File: config.mk
export PLATFORM = sky130hd
export DESIGN_NAME = imem_loader_flat
export DESIGN_NICKNAME = d
export VERILOG_FILES = /design/src/rtl/imem_loader_pkg.sv /design/src/rtl/imem_loader_if.sv /design/src/rtl/imem_loader_ram.sv /design/src/rtl/imem_loader.sv /design/src/flat_wrapper.sv
export SDC_FILE = /design/constraint.sdc
export NUM_CORES = 2
export LEC_CHECK = 0
export BUFFER_PORTS_ARGS = -buffer_cell sky130_fd_sc_hd__buf_2
export CAP_MARGIN = 30
export CORE_ASPECT_RATIO = 1.1
export CORE_MARGIN = 3
export CORE_UTILIZATION = 65
export CTS_CLUSTER_DIAMETER = 60
export DETAILED_ROUTE_END_ITERATION = 8
export PLACE_DENSITY = 0.78
export RECOVER_POWER = 50
export SLEW_MARGIN = 10
export SYNTH_ARGS = -nofsm -noshare
export SYNTH_HDL_FRONTEND = slang
export SYNTH_HIERARCHICAL = 1
export SYNTH_SLANG_ARGS = --single-unit
File: constraint.sdc
create_clock -name clk -period 9 [get_ports clk]
set_input_delay 0.45 -clock clk [delete_from_list [all_inputs] [get_ports clk]]
set_output_delay 0.45 -clock clk [all_outputs]
set_load 0.01 [all_outputs]
File: src/rtl/imem_loader_pkg.sv
// Shared definitions for the instruction-RAM loader and its target RAM:
// geometry defaults, frame layout constants and the loader state encoding.
package imem_loader_pkg;

   localparam int IMEM_DEPTH = 64;
   localparam int IMEM_AW    = $clog2(IMEM_DEPTH);

   // Frame layout: two little-endian count bytes, 4*N payload bytes, one XOR checksum byte.
   localparam int HDR_BYTES  = 2;
   localparam int WORD_BYTES = 4;

   typedef enum logic [2:0] {
      S_IDLE,
      S_HDR0,
      S_HDR1,
      S_PAY,
      S_WR,
      S_CSUM,
      S_DONE
   } state_t;

   function automatic logic accepts_byte(state_t s);
      return (s == S_HDR0) || (s == S_HDR1) || (s == S_PAY) || (s == S_CSUM);
   endfunction

endpackage

File: src/rtl/imem_loader_if.sv
// Byte-stream handshake into the loader (UART/JTAG bridge side).
interface imem_loader_if;
   logic       in_valid;
   logic [7:0] in_data;
   logic       in_ready;

   modport master (output in_valid, output in_data, input in_ready);
   modport slave  (input in_valid, input in_data, output in_ready);
endinterface

File: src/rtl/imem_loader_ram.sv
// Writable instruction RAM: synchronous word write port, asynchronous
// ROM-compatible read port (byte address, addr[AW+1:2] selects the word).
module imem_ram
   import imem_loader_pkg::*;
#(
   parameter int DEPTH = IMEM_DEPTH,
   parameter int AW    = IMEM_AW
) (
   input  logic          clk,
   input  logic          wr_en,
   input  logic [AW-1:0] wr_addr,
   input  logic [31:0]   wr_data,
   input  logic [9:0]    addr,
   output logic [63:0]   data
);

   logic [31:0] mem [DEPTH];
   logic        unused_addr_bits;

   // NOTE: storage is deliberately not reset; contents are defined only by loads.
   always_ff @(posedge clk) begin
      if (wr_en) mem[wr_addr] <= wr_data;
   end

   assign data             = {32'h0, mem[addr[AW+1:2]]};
   assign unused_addr_bits = ^{addr[9:AW+2], addr[1:0]};

endmodule

File: src/rtl/imem_loader.sv
// Packs a framed little-endian byte stream into 32-bit words, writes them to the
// instruction RAM from word 0 upward and holds the core until the load finishes.
module imem_loader
   import imem_loader_pkg::*;
#(
   parameter int DEPTH = IMEM_DEPTH,
   parameter int AW    = IMEM_AW
) (
   input  logic          clk,
   input  logic          rst,
   input  logic          start,
   imem_loader_if.slave  bus,
   output logic          wr_en,
   output logic [AW-1:0] wr_addr,
   output logic [31:0]   wr_data,
   output logic          cpu_hold,
   output logic          done,
   output logic          err,
   output logic [AW:0]   words_loaded,
   input  logic [9:0]    rd_addr,
   output logic [63:0]   rd_data
);

   state_t      state;
   logic [1:0]  byte_cnt;
   logic [31:0] pack;
   logic [7:0]  csum;
   logic [15:0] count;
   logic [15:0] n_hdr;
   logic        take;
   logic        last_word;

   // NOTE: in_ready is a pure decode of the state register, so it changes only on clock edges.
   assign bus.in_ready = accepts_byte(state);
   assign take         = bus.in_valid & bus.in_ready;
   assign n_hdr        = {bus.in_data, count[7:0]};
   assign last_word    = (16'(words_loaded) == count - 16'd1);

   always_ff @(posedge clk) begin
      if (rst) begin
         state        <= S_IDLE;
         byte_cnt     <= '0;
         pack         <= '0;
         csum         <= '0;
         count        <= '0;
         wr_en        <= 1'b0;
         wr_addr      <= '0;
         wr_data      <= '0;
         cpu_hold     <= 1'b0;
         done         <= 1'b0;
         err          <= 1'b0;
         words_loaded <= '0;
      end else begin
         wr_en <= 1'b0;
         case (state)
            S_IDLE, S_DONE: begin
               if (start) begin
                  state        <= S_HDR0;
                  cpu_hold     <= 1'b1;
                  done         <= 1'b0;
                  err          <= 1'b0;
                  words_loaded <= '0;
                  byte_cnt     <= '0;
                  csum         <= '0;
                  count        <= '0;
               end
            end
            S_HDR0: begin
               if (take) begin
                  count[7:0] <= bus.in_data;
                  state      <= S_HDR1;
               end
            end
            S_HDR1: begin
               if (take) begin
                  count[15:8] <= bus.in_data;
                  if (n_hdr == '0 || n_hdr > 16'(DEPTH)) begin
                     state    <= S_DONE;
                     err      <= 1'b1;
                     done     <= 1'b1;
                     cpu_hold <= 1'b0;
                  end else begin
                     state <= S_PAY;
                  end
               end
            end
            S_PAY: begin
               if (take) begin
                  pack[{byte_cnt, 3'b000} +: 8] <= bus.in_data;
                  csum     <= csum ^ bus.in_data;
                  byte_cnt <= byte_cnt + 2'd1;
                  // The last byte bypasses the pack register so the write issues next cycle.
                  if (byte_cnt == 2'(WORD_BYTES - 1)) begin
                     state   <= S_WR;
                     wr_en   <= 1'b1;
                     wr_addr <= words_loaded[AW-1:0];
                     wr_data <= {bus.in_data, pack[23:0]};
                  end
               end
            end
            S_WR: begin
               words_loaded <= words_loaded + 1'b1;
               state        <= last_word ? S_CSUM : S_PAY;
            end
            S_CSUM: begin
               if (take) begin
                  err      <= (csum != bus.in_data);
                  done     <= 1'b1;
                  cpu_hold <= 1'b0;
                  state    <= S_DONE;
               end
            end
            default: state <= S_IDLE;
         endcase
      end
   end

   imem_ram #(.DEPTH(DEPTH), .AW(AW)) u_ram (
      .clk     (clk),
      .wr_en   (wr_en),
      .wr_addr (wr_addr),
      .wr_data (wr_data),
      .addr    (rd_addr),
      .data    (rd_data)
   );

endmodule

File: src/flat_wrapper.sv
// flat-port wrapper written by rule: the top's interface ports become plain ports
module imem_loader_flat import imem_loader_pkg::*;
#(
   parameter int DEPTH = IMEM_DEPTH,
   parameter int AW    = IMEM_AW
)
  (clk, rst, start, wr_en, wr_addr, wr_data, cpu_hold, done, err, words_loaded, rd_addr, rd_data, bus_in_valid, bus_in_data, bus_in_ready);
  imem_loader_if bus_i ();
  input  logic clk;
  input  logic rst;
  input  logic start;
  output logic wr_en;
  output logic [AW-1:0] wr_addr;
  output logic [31:0] wr_data;
  output logic cpu_hold;
  output logic done;
  output logic err;
  output logic [AW:0] words_loaded;
  input  logic [9:0] rd_addr;
  output logic [63:0] rd_data;
  input wire logic [$bits(bus_i.in_valid)-1:0] bus_in_valid;
  input wire logic [$bits(bus_i.in_data)-1:0] bus_in_data;
  output wire logic [$bits(bus_i.in_ready)-1:0] bus_in_ready;
  assign bus_i.in_valid = bus_in_valid;
  assign bus_i.in_data = bus_in_data;
  assign bus_in_ready = bus_i.in_ready;
  imem_loader #(.DEPTH(DEPTH), .AW(AW)) u_core (.clk(clk), .rst(rst), .start(start), .bus(bus_i), .wr_en(wr_en), .wr_addr(wr_addr), .wr_data(wr_data), .cpu_hold(cpu_hold), .done(done), .err(err), .words_loaded(words_loaded), .rd_addr(rd_addr), .rd_data(rd_data));
endmodule
# After elaboration in Yosys (flattened, before gate mapping)
# Memories as Yosys holds them, arrays and structs flattened.
# Cells that the tools add are included.
# totals
elab_cells	99
ram_bits	2048
mem_count	1
ff_bits	110
inputBits	22
# classes
n_shift	2
n_bitwise	4
n_reduce_logical	21
n_lt_le_gt_ge	1
eq_ne	16
add_sub_neg	4
mux	37
# mem_list
name	words	width	read_ports	rd_clocked_by_memory_dff	write_ports	line	source
u_core.u_ram.mem	64	32	1	0	1	imem_loader_ram.sv:17	logic [31:0] mem [DEPTH];
# op_table
cell	count
one-hot mux 8 bit (2 select lines)	3
bitwise mux 32 bit	1
variable shift 8 x 7 -> 32 bit (first input constant)	1
indexed part select 8 x 7 -> 32 bit	1
two-way mux 3 bit	8
two-way mux 8 bit	3
one-hot mux 3 bit (6 select lines)	1
equality test 7 x 16 -> 1 bit	1
greater-than comparator 16 x 7 -> 1 bit (second input constant)	1
zero test 16 bit	1
two-way mux 16 bit	1
subtractor 16 x 1 -> 16 bit (second input constant)	1
one-hot mux 7 bit (2 select lines)	1
two-way mux 1 bit	12
AND reduction 3 bit	4
equality test 3 bit (second input constant)	3
one-hot mux 1 bit (3 select lines)	3
inequality test 2 x 1 -> 1 bit (second input constant)	4
inequality test 8 bit	1
nonzero test 2 bit	4
bitwise XOR 8 bit	1
adder 7 x 1 -> 7 bit (second input constant)	1
two-way mux 7 bit	1
negator 5 -> 7 bit	1
17 further kinds	26

# Logic depth before layout (Yosys ltp)
# depth
ltp_word	7
mapped_depth	10

# Modules after synthesis
# The synthesis kept the hierarchy.
# by_module_without_submodules
module	instances	seq_area_each_um2	cells_each	area_per_inst_um2
imem_ram	1	61499.0	3325	78118.7
imem_loader	1	2042.0	586	4620.7

# Worst setup path after synthesis
# Ideal clock, no wire load.
# synth_timing
kind	register -> register
startpoint	register u_core.wr_addr[3]
endpoint	memory u_core.u_ram.mem[48][0], enable pin
path_buffers	1
setup_ps	461
arrival_time_ps	3050
stages_incl_launch_ff	5
slack_ps	5489
cell_sequence	dfxtp_1 -> clkbuf_1 -> nor2b_1 -> nand4b_1 -> nor3_1
# synth_lines
element	line	source
start: declaration	imem_loader.sv:14	output logic [AW-1:0] wr_addr,
start signal: assignment	imem_loader.sv:96	wr_addr <= words_loaded[AW-1:0];
end: declaration	imem_loader_ram.sv:17	
# No word-level cell before the write port.

# Worst setup path after layout
# layout_timing
startpoint	input port rd_addr[2]
endpoint	output port rd_data[25]
# layout_via
elab_chain_cells	1
# layout_rtl
element	line	source
start: declaration	flat_wrapper.sv:19	input logic [9:0] rd_addr;
memory read (64 x 32 bit)	-	
end: declaration	flat_wrapper.sv:20	output logic [63:0] rd_data;
# No other way between the ends.

==> metrics.log <==
[metrics] result of the run: finished, violations left
[metrics] violated checks: max-capacitance violations, max-slew violations
[metrics] Std-Cell Core Area: 0.1258 mm2
[metrics] number of antenna violations at the first check in global routing: 8
[metrics] crit path max fanout: 85
[metrics] Die Outline Area: 0.1316 mm2
[metrics] arrival time of the worst setup path: 4230 ps
[metrics] fraction of the mapped netlist area in adder cells: 0.001059
[metrics] kind of cell adding the most delay to the critical path: buffers and inverters
[metrics] max-cap viol count: 31
[metrics] first-pass iteration count of the detailed router: 9
[metrics] Reg-to-Reg Start: u_core/wr_addr[4]
[metrics] ratio of cells with drive above 1 in the final layout: 0.2471
[metrics] Setup Slack @ Placement: 4304 ps
[metrics] start-to-end type of the worst setup path: in -> out
[metrics] maximum number of pins on one net before global-route repair: 108
[metrics] sequential area share after synthesis: 0.7680
[metrics] number of warnings issued by yosys: 6
[metrics] Reg-to-Reg End: u_core/u_ram/mem[51][26]
[metrics] cell with the biggest individual delay on the critical path: sky130_fd_sc_hd__buf_4
[metrics] top cells by area in the synthesized netlist: sky130_fd_sc_hd__edfxtp_1 74%, sky130_fd_sc_hd__mux4_2 15%, sky130_fd_sc_hd__dfxtp_1 2.5%
[metrics] most frequent cells in the layout: 2,048 x sky130_fd_sc_hd__edfxtp_1, 544 x sky130_fd_sc_hd__mux4_2, 202 x sky130_fd_sc_hd__clkbuf_16, 155 x sky130_fd_sc_hd__a21oi_1, 153 x sky130_fd_sc_hd__nand2_1
[metrics] global-route usage over all layers: 0.3359
[metrics] accumulated negative setup slack: 0 ps
[metrics] Post-Route Utilization: 0.7274
[metrics] Hold Fails Final Rpt: 0
[metrics] simple-gate area share of the yosys netlist: 0.02646
[metrics] main flop type after synthesis: sky130_fd_sc_hd__edfxtp_1
[metrics] DR iter-0 viols: 5,909
[metrics] maximum root-to-sink buffer count: 3
[metrics] post-layout power: 19.20 mW
[metrics] total half-perimeter wirelength after legalization and detailed placement: 105,700 um
[metrics] count of pins on the block boundary: 136
[metrics] post-synthesis share of cell area spent on xor and xnor gates: 0.001981
[metrics] final critical-path setup slack: 4320 ps
[metrics] total CTS buffers: 197
[metrics] combinational family with the most area after synthesis: multiplexers
[metrics] Worst R2R Setup Slack: 4900 ps
[metrics] library cells used by synthesis: 69
[metrics] launch point of the worst hold path: bus_in_data[0]
[metrics] Min-Delay Endpoint: u_core/wr_data[24]
[metrics] Tightest Pin Transition: 3368 ps
[metrics] final RePlAce weighted congestion: 0.8181
[metrics] number of enable-type register cells in the synthesized netlist: 2,048
[metrics] count of final setup violators: 0
[metrics] proportion of synthesized area in mux cells: 0.1596
[metrics] Clock Skew: 40.03 ps
[metrics] final hold slack: 42.00 ps
[metrics] setup repair after global routing missed its margin: no
[metrics] number of global-route vias before repair: 43,300
[metrics] largest area contributor in the netlist: sky130_fd_sc_hd__edfxtp_1
[metrics] average instance area after synthesis: 21.16 um2
[metrics] Leak Pwr: 28.86 nW
[metrics] clock tree from TritonCTS: done
[metrics] routed wire length per instance: 36.62 um
[metrics] Slew Limit Headroom: -1.245
[metrics] I/O Buffers: 99
[metrics] final design area excluding fillers: 0.09147 mm2
[metrics] number of instances in the placed design: 5,563
[metrics] remaining number of nets flagged by the antenna check after routing: 0
[metrics] post-place instance area: 0.08572 mm2
[metrics] DRC violations left: 0
[metrics] Reg2Reg Depth: 3
[metrics] worst IR drop on VDD: 0.2046 mV
[metrics] share of flip-flops with an asynchronous set or reset: 0
[metrics] wire length of the first global-routing pass: 310,900 um
[metrics] Via-to-Cell Ratio: 7.192
[metrics] layout overhead on the synthesized area: 10.55%
[metrics] fraction of the cycle the final worst path needs: 0.5200
[metrics] Routed Wire Length: 217,400 um
[metrics] number of cells on the critical path: 8
[metrics] number of rows created at floorplan: 136
[metrics] number of buffers and inverters on the critical path: 4
[metrics] filler-free cell count of the finished design: 5,935
[metrics] via count: 42,680
[metrics] HP Class: in -> reg
[metrics] CP Launch Type: input port
[metrics] Chip Width: 346.2 um
[metrics] total overflow reported by the global router: 0
[metrics] post-synthesis compound-gate area fraction: 0.02616
[metrics] most common cell after layout, fill and taps aside: sky130_fd_sc_hd__edfxtp_1
[metrics] cells along the critical path: buf_8 > buf_12 > buf_4 > mux4_2 > mux4_2 > o22ai_1 > nor2_1 > buf_2
[metrics] count of H-tree levels built during CTS: 4
[metrics] Most common cell on crit path: sky130_fd_sc_hd__mux4_2
[metrics] peak per-stage delay on the critical path: 710 ps
[metrics] combined area of all synthesized cells: 0.08274 mm2
[metrics] final worst path period need: 4680 ps
[metrics] category of the worst setup path capture point: output port
[metrics] clock transition time at the flip-flop clock pins of the worst setup and hold paths: 60 ps
[metrics] gate count of the mapped netlist: 3,911
[metrics] maximum operating frequency: 213.7 MHz
[metrics] Worst Path Required: 8550 ps
[metrics] effective utilization at floorplan: 0.6580
[metrics] Worst Hold Path Cells: 3
[metrics] number of nets in the final layout: 4,146
[metrics] Clock Latency Late Sink: 830 ps
[metrics] floorplan die height: 380.2 um
[metrics] Pwr per Cell Area: 209.9 mW/mm2
[metrics] clk sinks: 2,150
[metrics] Root Buffer Master: sky130_fd_sc_hd__clkbuf_16
[metrics] total count of max-transition violations in the final report: 1,729
[metrics] flop and latch count out of synthesis: 2,150
[metrics] top cell type's share of synthesized area: 0.7433
## Yosys cell counts, types with 4 or more instances
| master | count |
|---|---|
| sky130_fd_sc_hd__edfxtp_1 | 2048 |
| sky130_fd_sc_hd__mux4_2 | 544 |
| sky130_fd_sc_hd__nor2_1 | 176 |
| sky130_fd_sc_hd__a21oi_1 | 155 |
| sky130_fd_sc_hd__nand2_1 | 153 |
| sky130_fd_sc_hd__clkbuf_1 | 109 |
| sky130_fd_sc_hd__dfxtp_1 | 102 |
| sky130_fd_sc_hd__mux2i_1 | 94 |
| sky130_fd_sc_hd__o22ai_1 | 85 |
| sky130_fd_sc_hd__buf_2 | 62 |
| sky130_fd_sc_hd__buf_4 | 60 |
| sky130_fd_sc_hd__nand3_1 | 38 |
| sky130_fd_sc_hd__o221ai_1 | 27 |
| sky130_fd_sc_hd__buf_1 | 24 |
| sky130_fd_sc_hd__a22oi_1 | 21 |
| sky130_fd_sc_hd__nor3_1 | 20 |
| sky130_fd_sc_hd__nor2b_1 | 16 |
| sky130_fd_sc_hd__nand4_1 | 14 |
| sky130_fd_sc_hd__nand3b_1 | 13 |
| sky130_fd_sc_hd__xnor2_1 | 12 |
| sky130_fd_sc_hd__nand2b_1 | 10 |
| sky130_fd_sc_hd__inv_1 | 9 |
| sky130_fd_sc_hd__a311oi_1 | 8 |
| sky130_fd_sc_hd__o21ai_1 | 8 |
| sky130_fd_sc_hd__ha_1 | 7 |
| sky130_fd_sc_hd__and2_1 | 6 |
| sky130_fd_sc_hd__buf_6 | 6 |
| sky130_fd_sc_hd__nor3b_1 | 6 |
| sky130_fd_sc_hd__o21ai_0 | 6 |
| sky130_fd_sc_hd__o32ai_1 | 5 |
| sky130_fd_sc_hd__a41o_1 | 4 |
| sky130_fd_sc_hd__and3_1 | 4 |
| sky130_fd_sc_hd__or3b_2 | 4 |
| sky130_fd_sc_hd__xor2_1 | 4 |
## cell families after synthesis
kind of cell / after synthesis
simple gates: 483
flops: 2150
other cells: 1
mux: 639
fa+ha+maj: 7
xor+xnor: 17
buf+inv: 272
compound gates: 342
## where the power goes
part           internal, mW  switching, mW  total [mW]
Combinational         0.196          0.361       0.558
Sequential             10.8         0.0144        10.8
Clock                  4.26           3.58        7.84
Total                  15.2           3.96        19.2
## area by class of cell
cell class | instances | area [um2]
antenna | 6 | 15.01
timing repair buffer | 238 | 1548
clock buffer | 239 | 5194
fill | 6913 | 34280
tap | 1656 | 2072
sequential | 2150 | 63550
clock inverter | 116 | 755.7
multi-input combinational | 1520 | 18300
inverter | 10 | 37.54
## repair_timing
item,in CTS,in global routing
setup buffers,0,0
hold buffers,6,0
endpoints found under the hold margin,25,0
resized for setup,0,0
## worst min-delay path: stages
cell                      delay, ps
sky130_fd_sc_hd__buf_2          200
sky130_fd_sc_hd__nand2_1        100
sky130_fd_sc_hd__a21oi_1         60
## sequential cells by signal, indices dropped and copies added (netlist names)
register and cells:
u_core/wr_addr 6, u_core/done 1, u_core/wr_en 1, u_core/csum 8, u_core/wr_data 32, u_core/err 1
u_core/words_loaded 7, u_core/count 16, u_core/cpu_hold 1, u_core/u_ram/mem 2048, u_core/pack 24, u_core/byte_cnt 2
u_core/state 3
## per-layer routing
metal / vias up / wire [um] / GRT usage
met3: 620 / 25970 / 0.07573
li1: 16600 / - / -
met4: 4 / 10930 / 0.1497
met1: 22250 / 73720 / 0.4559
met2: 3216 / 106700 / 0.5348
met5: - / 27 / 0
## how the worst max path moves through the flow
stage | startpoint | to | slack (ps)
floorplan | u_core/wr_addr[3] | u_core/u_ram/mem[48][0] | 5490
global placement | rd_addr[2] | rd_data[25] | 4300
detailed placement | rd_addr[2] | rd_data[25] | 4300
CTS | rd_addr[2] | rd_data[25] | 4280
global route | rd_addr[2] | rd_data[27] | 4080
finish | rd_addr[2] | rd_data[25] | 4320
Note: power is estimated with default switching activity, not from simulation.
